### config.mk
export PLATFORM = sky130hd
export DESIGN_NAME = adder_pipe
export DESIGN_NICKNAME = d
export VERILOG_FILES = /design/src/rtl/adder_pkg.sv /design/src/rtl/adder_slice.sv /design/src/rtl/adder_pipe.sv
export SDC_FILE = /design/constraint.sdc
export NUM_CORES = 1
export LEC_CHECK = 0
export ABC_AREA = 0
export ABC_CLOCK_PERIOD_IN_PS = 9800
export BUFFER_PORTS_ARGS = -buffer_cell sky130_fd_sc_hd__buf_4
export CAP_MARGIN = 20
export CORE_MARGIN = 1.5
export CORE_UTILIZATION = 50
export CTS_CLUSTER_SIZE = 30
export DETAILED_ROUTE_END_ITERATION = 10
export HOLD_SLACK_MARGIN = 0.02
export PLACE_DENSITY = 0.67
export SYNTH_ARGS = -nofsm -noshare
export SYNTH_HDL_FRONTEND = slang
export SYNTH_SLANG_ARGS = --single-unit
### constraint.sdc
create_clock -name clk -period 9.8 [get_ports clk]
set_input_delay 1.96 -clock clk [delete_from_list [all_inputs] [get_ports clk]]
set_output_delay 1.96 -clock clk [all_outputs]
set_load 0.05 [all_outputs]
### src/rtl/adder_pkg.sv
// Shared types for the pipelined adder/subtractor: operation encoding,
// per-stage control bundle and the slice width helper.
package adder_pkg;

  typedef enum logic [1:0] {
    ADD     = 2'b00,
    SUB     = 2'b01,
    ADD_SAT = 2'b10,
    SUB_SAT = 2'b11
  } add_mode_e;

  // Control that travels with each transaction from slice to slice.
  // carry is the raw chunk carry between slices, and the final carry/borrow
  // after the last slice. Partial sum and skewed operands travel as
  // WIDTH-bit vectors next to this bundle.
  typedef struct packed {
    logic      vld;
    add_mode_e mode;
    logic      carry;
    logic      sat;
  } stage_ctrl_t;

  // Bits handled by one pipeline slice.
  function automatic int chunk_w(input int width, input int stages);
    return width / stages;
  endfunction

endpackage

### src/rtl/adder_slice.sv
// One pipeline slice: adds one CHUNK of the operands plus the incoming carry,
// forwards operands and already-produced result bits, and holds on stall.
// The last slice also converts the final carry to a borrow for subtraction
// and applies unsigned saturation.
module adder_slice
  import adder_pkg::*;
#(
  parameter int WIDTH  = 32,
  parameter int STAGES = 4,
  parameter int IDX    = 0
) (
  input  logic              clk,
  input  logic              rstn,
  input  logic              adv,
  input  stage_ctrl_t       ctrl_i,
  input  logic [WIDTH-1:0]  a_i,
  input  logic [WIDTH-1:0]  b_i,
  input  logic [WIDTH-1:0]  res_i,
  output stage_ctrl_t       ctrl_o,
  output logic [WIDTH-1:0]  a_o,
  output logic [WIDTH-1:0]  b_o,
  output logic [WIDTH-1:0]  res_o
);

  localparam int CHUNK = chunk_w(WIDTH, STAGES);
  localparam int LO    = IDX * CHUNK;
  localparam bit LAST  = (IDX == STAGES - 1);

  logic             is_sub;
  logic [CHUNK-1:0] b_eff;
  logic [CHUNK:0]   csum;
  logic [WIDTH-1:0] res_raw;
  logic [WIDTH-1:0] res_d;
  logic             carry_d;
  logic             sat_d;

  logic             vld_q;
  add_mode_e        mode_q;
  logic             carry_q;
  logic             sat_q;
  logic [WIDTH-1:0] a_q;
  logic [WIDTH-1:0] b_q;
  logic [WIDTH-1:0] res_q;

  // Incoming sat flag is always zero ahead of the last slice.
  logic unused_sat;
  assign unused_sat = ctrl_i.sat;

  function automatic logic sat_hit(input add_mode_e m, input logic flag);
    return flag && ((m == ADD_SAT) || (m == SUB_SAT));
  endfunction

  function automatic logic [WIDTH-1:0] sat_value(input add_mode_e m);
    return (m == ADD_SAT) ? {WIDTH{1'b1}} : '0;
  endfunction

  // Chunk add, result bit merge and last-slice carry/saturation handling.
  always_comb begin
    is_sub  = (ctrl_i.mode == SUB) || (ctrl_i.mode == SUB_SAT);
    b_eff   = is_sub ? ~b_i[LO +: CHUNK] : b_i[LO +: CHUNK];
    csum    = {1'b0, a_i[LO +: CHUNK]} + {1'b0, b_eff} + {{CHUNK{1'b0}}, ctrl_i.carry};
    res_raw = res_i;
    res_raw[LO +: CHUNK] = csum[CHUNK-1:0];
    carry_d = csum[CHUNK];
    sat_d   = 1'b0;
    res_d   = res_raw;
    if (LAST) begin
      carry_d = is_sub ? ~csum[CHUNK] : csum[CHUNK];
      sat_d   = sat_hit(ctrl_i.mode, carry_d);
      if (sat_d) res_d = sat_value(ctrl_i.mode);
    end
  end

  // Stage valid bit: cleared by reset, moves only when the pipe advances.
  always_ff @(posedge clk) begin
    if (!rstn)    vld_q <= 1'b0;
    else if (adv) vld_q <= ctrl_i.vld;
  end

  // Stage data: held on stall; only the output slice clears its result on reset.
  always_ff @(posedge clk) begin
    if (!rstn && LAST) begin
      res_q   <= '0;
      carry_q <= 1'b0;
      sat_q   <= 1'b0;
    end else if (adv) begin
      mode_q  <= ctrl_i.mode;
      carry_q <= carry_d;
      sat_q   <= sat_d;
      a_q     <= a_i;
      b_q     <= b_i;
      res_q   <= res_d;
    end
  end

  assign ctrl_o = '{vld: vld_q, mode: mode_q, carry: carry_q, sat: sat_q};
  assign a_o    = a_q;
  assign b_o    = b_q;
  assign res_o  = res_q;

endmodule

### src/rtl/adder_pipe.sv
// Pipelined WIDTH-bit adder/subtractor with optional unsigned saturation.
// The carry chain is cut into STAGES slices; the whole pipe advances together
// whenever the output register is empty or being drained.
module adder_pipe
  import adder_pkg::*;
#(
  parameter int WIDTH  = 32,
  parameter int STAGES = 4
) (
  input  logic             clk,
  input  logic             rstn,
  input  logic             in_valid,
  output logic             in_ready,
  input  logic [WIDTH-1:0] a,
  input  logic [WIDTH-1:0] b,
  input  logic [1:0]       mode,
  output logic             out_valid,
  input  logic             out_ready,
  output logic [WIDTH-1:0] sum,
  output logic             carry,
  output logic             sat
);

  if (WIDTH < 2 || (WIDTH % STAGES) != 0) begin : g_param_check
    $error("adder_pipe: WIDTH must be >= 2 and a multiple of STAGES");
  end

  stage_ctrl_t      ctrl_s0;
  stage_ctrl_t      ctrl_q [STAGES];
  logic [WIDTH-1:0] a_q    [STAGES];
  logic [WIDTH-1:0] b_q    [STAGES];
  logic [WIDTH-1:0] res_q  [STAGES];
  logic             advance;
  logic             unused_tail;

  // Subtraction enters slice 0 with carry-in 1 (a + ~b + 1).
  assign ctrl_s0 = '{vld: in_valid, mode: add_mode_e'(mode), carry: mode[0], sat: 1'b0};

  assign advance  = !ctrl_q[STAGES-1].vld || out_ready;
  assign in_ready = advance;

  for (genvar k = 0; k < STAGES; k++) begin : g_stage
    stage_ctrl_t      ctrl_in;
    logic [WIDTH-1:0] a_in;
    logic [WIDTH-1:0] b_in;
    logic [WIDTH-1:0] res_in;

    if (k == 0) begin : g_first
      assign ctrl_in = ctrl_s0;
      assign a_in    = a;
      assign b_in    = b;
      assign res_in  = '0;
    end else begin : g_next
      assign ctrl_in = ctrl_q[k-1];
      assign a_in    = a_q[k-1];
      assign b_in    = b_q[k-1];
      assign res_in  = res_q[k-1];
    end

    adder_slice #(
      .WIDTH  (WIDTH),
      .STAGES (STAGES),
      .IDX    (k)
    ) u_slice (
      .clk    (clk),
      .rstn   (rstn),
      .adv    (advance),
      .ctrl_i (ctrl_in),
      .a_i    (a_in),
      .b_i    (b_in),
      .res_i  (res_in),
      .ctrl_o (ctrl_q[k]),
      .a_o    (a_q[k]),
      .b_o    (b_q[k]),
      .res_o  (res_q[k])
    );
  end

  assign out_valid = ctrl_q[STAGES-1].vld;
  assign carry     = ctrl_q[STAGES-1].carry;
  assign sat       = ctrl_q[STAGES-1].sat;
  assign sum       = res_q[STAGES-1];

  // Operands and mode are not needed past the final slice.
  assign unused_tail = ^{a_q[STAGES-1], b_q[STAGES-1], ctrl_q[STAGES-1].mode};

endmodule

==> flow_summary.yaml <==
sta:
  holdWs_ps: 414
  tightest_slew_ps: 1050
  clock_skew_ps: 6.14
  min_period_ps: 5390
  rsz0062_at_grt: "false"
  min_period_over_period_pct: 55.0
  fin_tns_setup_ps: 0
  setup_ws_ps: 4410
  relSlewSlack_pct: 29.9
  hold_viol_final: 0
  clock.fmax_ghz: 0.186
  finalSetupViolCount: 0
  final_max_slew_viol_count: 0
clock_network:
  cts_root_buffer: "clkbuf_16"
  cts_buffers: 17
  cts_sinks: 191
  clk_latency_ps: 430
  cts_resized: 0
  cts_tree: "done"
  ctsHtreeMaxLevel: 4
  clk_path_buf_depth: 2
  cts_hold_buf: 0
  post_cts_buffers: 0
  path_clk_slew_ps: 60
synthesis:
  ys_seq_area_share_pct: 71.1
  synth_edf_count: 153
  avgSynthCellArea_sq_um: 14.6
  synth_ff_type: "edfxtp_1"
  async_flop_share_pct: 0
  syn_area_sq_um: 7530
  syn_nets: 620
  yosys_warnings: 0
  ys_ff_latch: 191
  syn_inst: 514
  ys_types: 44
finish:
  drive_above_1_share_pct: 22.9
  nets: 731
  layout_common_cells: "153 x edfxtp_1, 106 x buf_4, 42 x nand2_1"
  fin_cells: 822
  area.growth.synth_to_final_pct: 21.0
  antennaDiodeCount: 0
  fillers: 1126
  final_common_cell: "edfxtp_1"
placed_design:
  numPortBuffers: 105
  dp.final_hpwl_microns: 7580
  placed_cells: 789
  pre_cts_ws_ps: 4430
  gp_congestion: 0.756
worst_hold_path:
  min_delay_worst_endpoint: "g_stage[2].u_slice.res_o[15]"
  min_path_type: "register to register"
  hold_start: "g_stage[1].u_slice.res_o[15]"
  worstHoldPathCells: 0
global_routing:
  grt_overflow: 0
  grt_pass1_wl_microns: 18700
  grt_pass1_vias: 4123
  grt_max_degree: 94
  grt.total_usage_pct: 15.6
  antenna_found_initial: 0
worst_setup_path:
  startpoint_type: "input pin"
  critical_path_class: "input pin to primary output"
  crit_path_end_kind: "primary output"
  path_max_fanout: 77
  rr_worst_depth: 9
  r2r-end: "g_stage[3].u_slice.res_o[14]"
  arrival_ps: 3430
  cp_data_required_time_ps: 7840
  critPathLaunch: "out_ready"
  timing.rr.start: "g_stage[2].u_slice.mode_q[0]"
  r2r_setup_slack_ps: 6200
routing:
  drc: 4
  vias: 4102
  ant_nets: 0
  first_pass_iters: 7
  dr.first_iter.drc_count: 141
  drt_wl_total_microns: 11400
  viasPerCell: 4.99
  wl_per_cell_microns: 13.8
pwr:
  p_per_area_nw_per_um2: 234
  ir_drop_mv: 0.128
  leakage_nw: 3.75
  finalPower_w: 0.00213
floorplan:
  initial_core_util_pct: 51.4
  ios: 106
  coreArea_sq_um: 14600
  die_x_microns: 126
  chipHeight_microns: 126
  die_area_sq_um: 15800
  num_rows: 44
job:
  maxCapViolCount: 0
run_status:
  violations: "design-rule violations"
  status: "complete, but fails checks"
## sequential cells by signal, indices dropped and copies added, names as in the netlist
name                     flops
g_stage.u_slice.res_o       80
g_stage.u_slice.a_o         48
g_stage.u_slice.b_o         48
g_stage.u_slice.mode_q       6
g_stage.u_slice.carry_q      4
g_stage.u_slice.vld_q        4
g_stage.u_slice.sat_q        1
## where the power goes
| part | leakage, nW | internal, W | switching [W] |
|---|---|---|---|
| logic | 1.51 | 0.000150 | 0.000232 |
| clock network | 0.304 | 0.000398 | 0.000282 |
| registers | 1.93 | 0.00102 | 0.0000461 |
| total | 3.75 | 0.00157 | 0.000560 |
## synth_stat cells, types with 4 or more instances
cell type | n | area, sq um
a21oi_1 | 16 | 80.1
a311oi_1 | 4 | 35.0
fa_1 | 8 | 160
nand2_1 | 42 | 158
inv_1 | 23 | 86.3
o21ai_0 | 33 | 165
a21o_1 | 9 | 67.6
edfxtp_1 | 153 | 4590
o21ai_1 | 10 | 50.1
ha_1 | 28 | 350
clkbuf_1 | 8 | 30.0
and2_1 | 4 | 25.0
nor2_1 | 40 | 150
xnor2_1 | 18 | 158
o21bai_1 | 4 | 30.0
dfxtp_1 | 38 | 761
xor2_1 | 33 | 289
a21boi_0 | 4 | 30.0
## critical path: stages
cell	delay, ps
buf_4	110
nor2b_1	570
inv_6	400
buf_4	330
## layout make-up
cell class	count	area (sq um)	area share, %
Tap cell	184	230	2.53
Clock buffer	25	561	6.15
Clock inverter	7	41.3	0.453
Timing Repair Buffer	107	823	9.03
Multi-Input combinational cell	285	2010	22.1
Inverter	23	91.3	1.00
Sequential cell	191	5360	58.8
## stage by stage
| stage | instance area, sq um | util [%] |
|---|---|---|
| 3_3_place_gp | 8480 | 57.9 |
| 3_5_place_dp | 8480 | 57.9 |
| 5_1_grt | 9110 | 62.2 |
| 4_1_cts | 9080 | 62.0 |
| 6_report | 9110 | 62.2 |
| 2_1_floorplan | 7530 | - |
## per-layer routing
metal  wire (microns)  GRT usage [%]  part of all wire [%]  vias to the layer above
met5                0              0                     0                        -
met4              187           6.91                   1.6                        0
met3              773           6.37                   6.8                       16
met2             5950           27.2                    52                       89
met1             4450           16.7                    39                     1925
li1                 -              -                     -                     2072
## logic make-up (layout without fill, tap and decap cells)
logic type,after synthesis,after routing,synth area share [%]
flops,191,191,71.1
buf+inv,38,162,2.16
xor+xnor,51,51,5.93
compound gates,98,98,8.31
fa+ha+maj,36,36,6.78
simple gates,100,100,5.68
## worst max path at each step
stage,endpoint,slack [ps]
finish,in_ready,4410
global route,in_ready,4280
CTS,in_ready,4420
detailed placement,in_ready,4430
global placement,in_ready,4440
floorplan,in_ready,810
(Power assumes the default switching activity.)
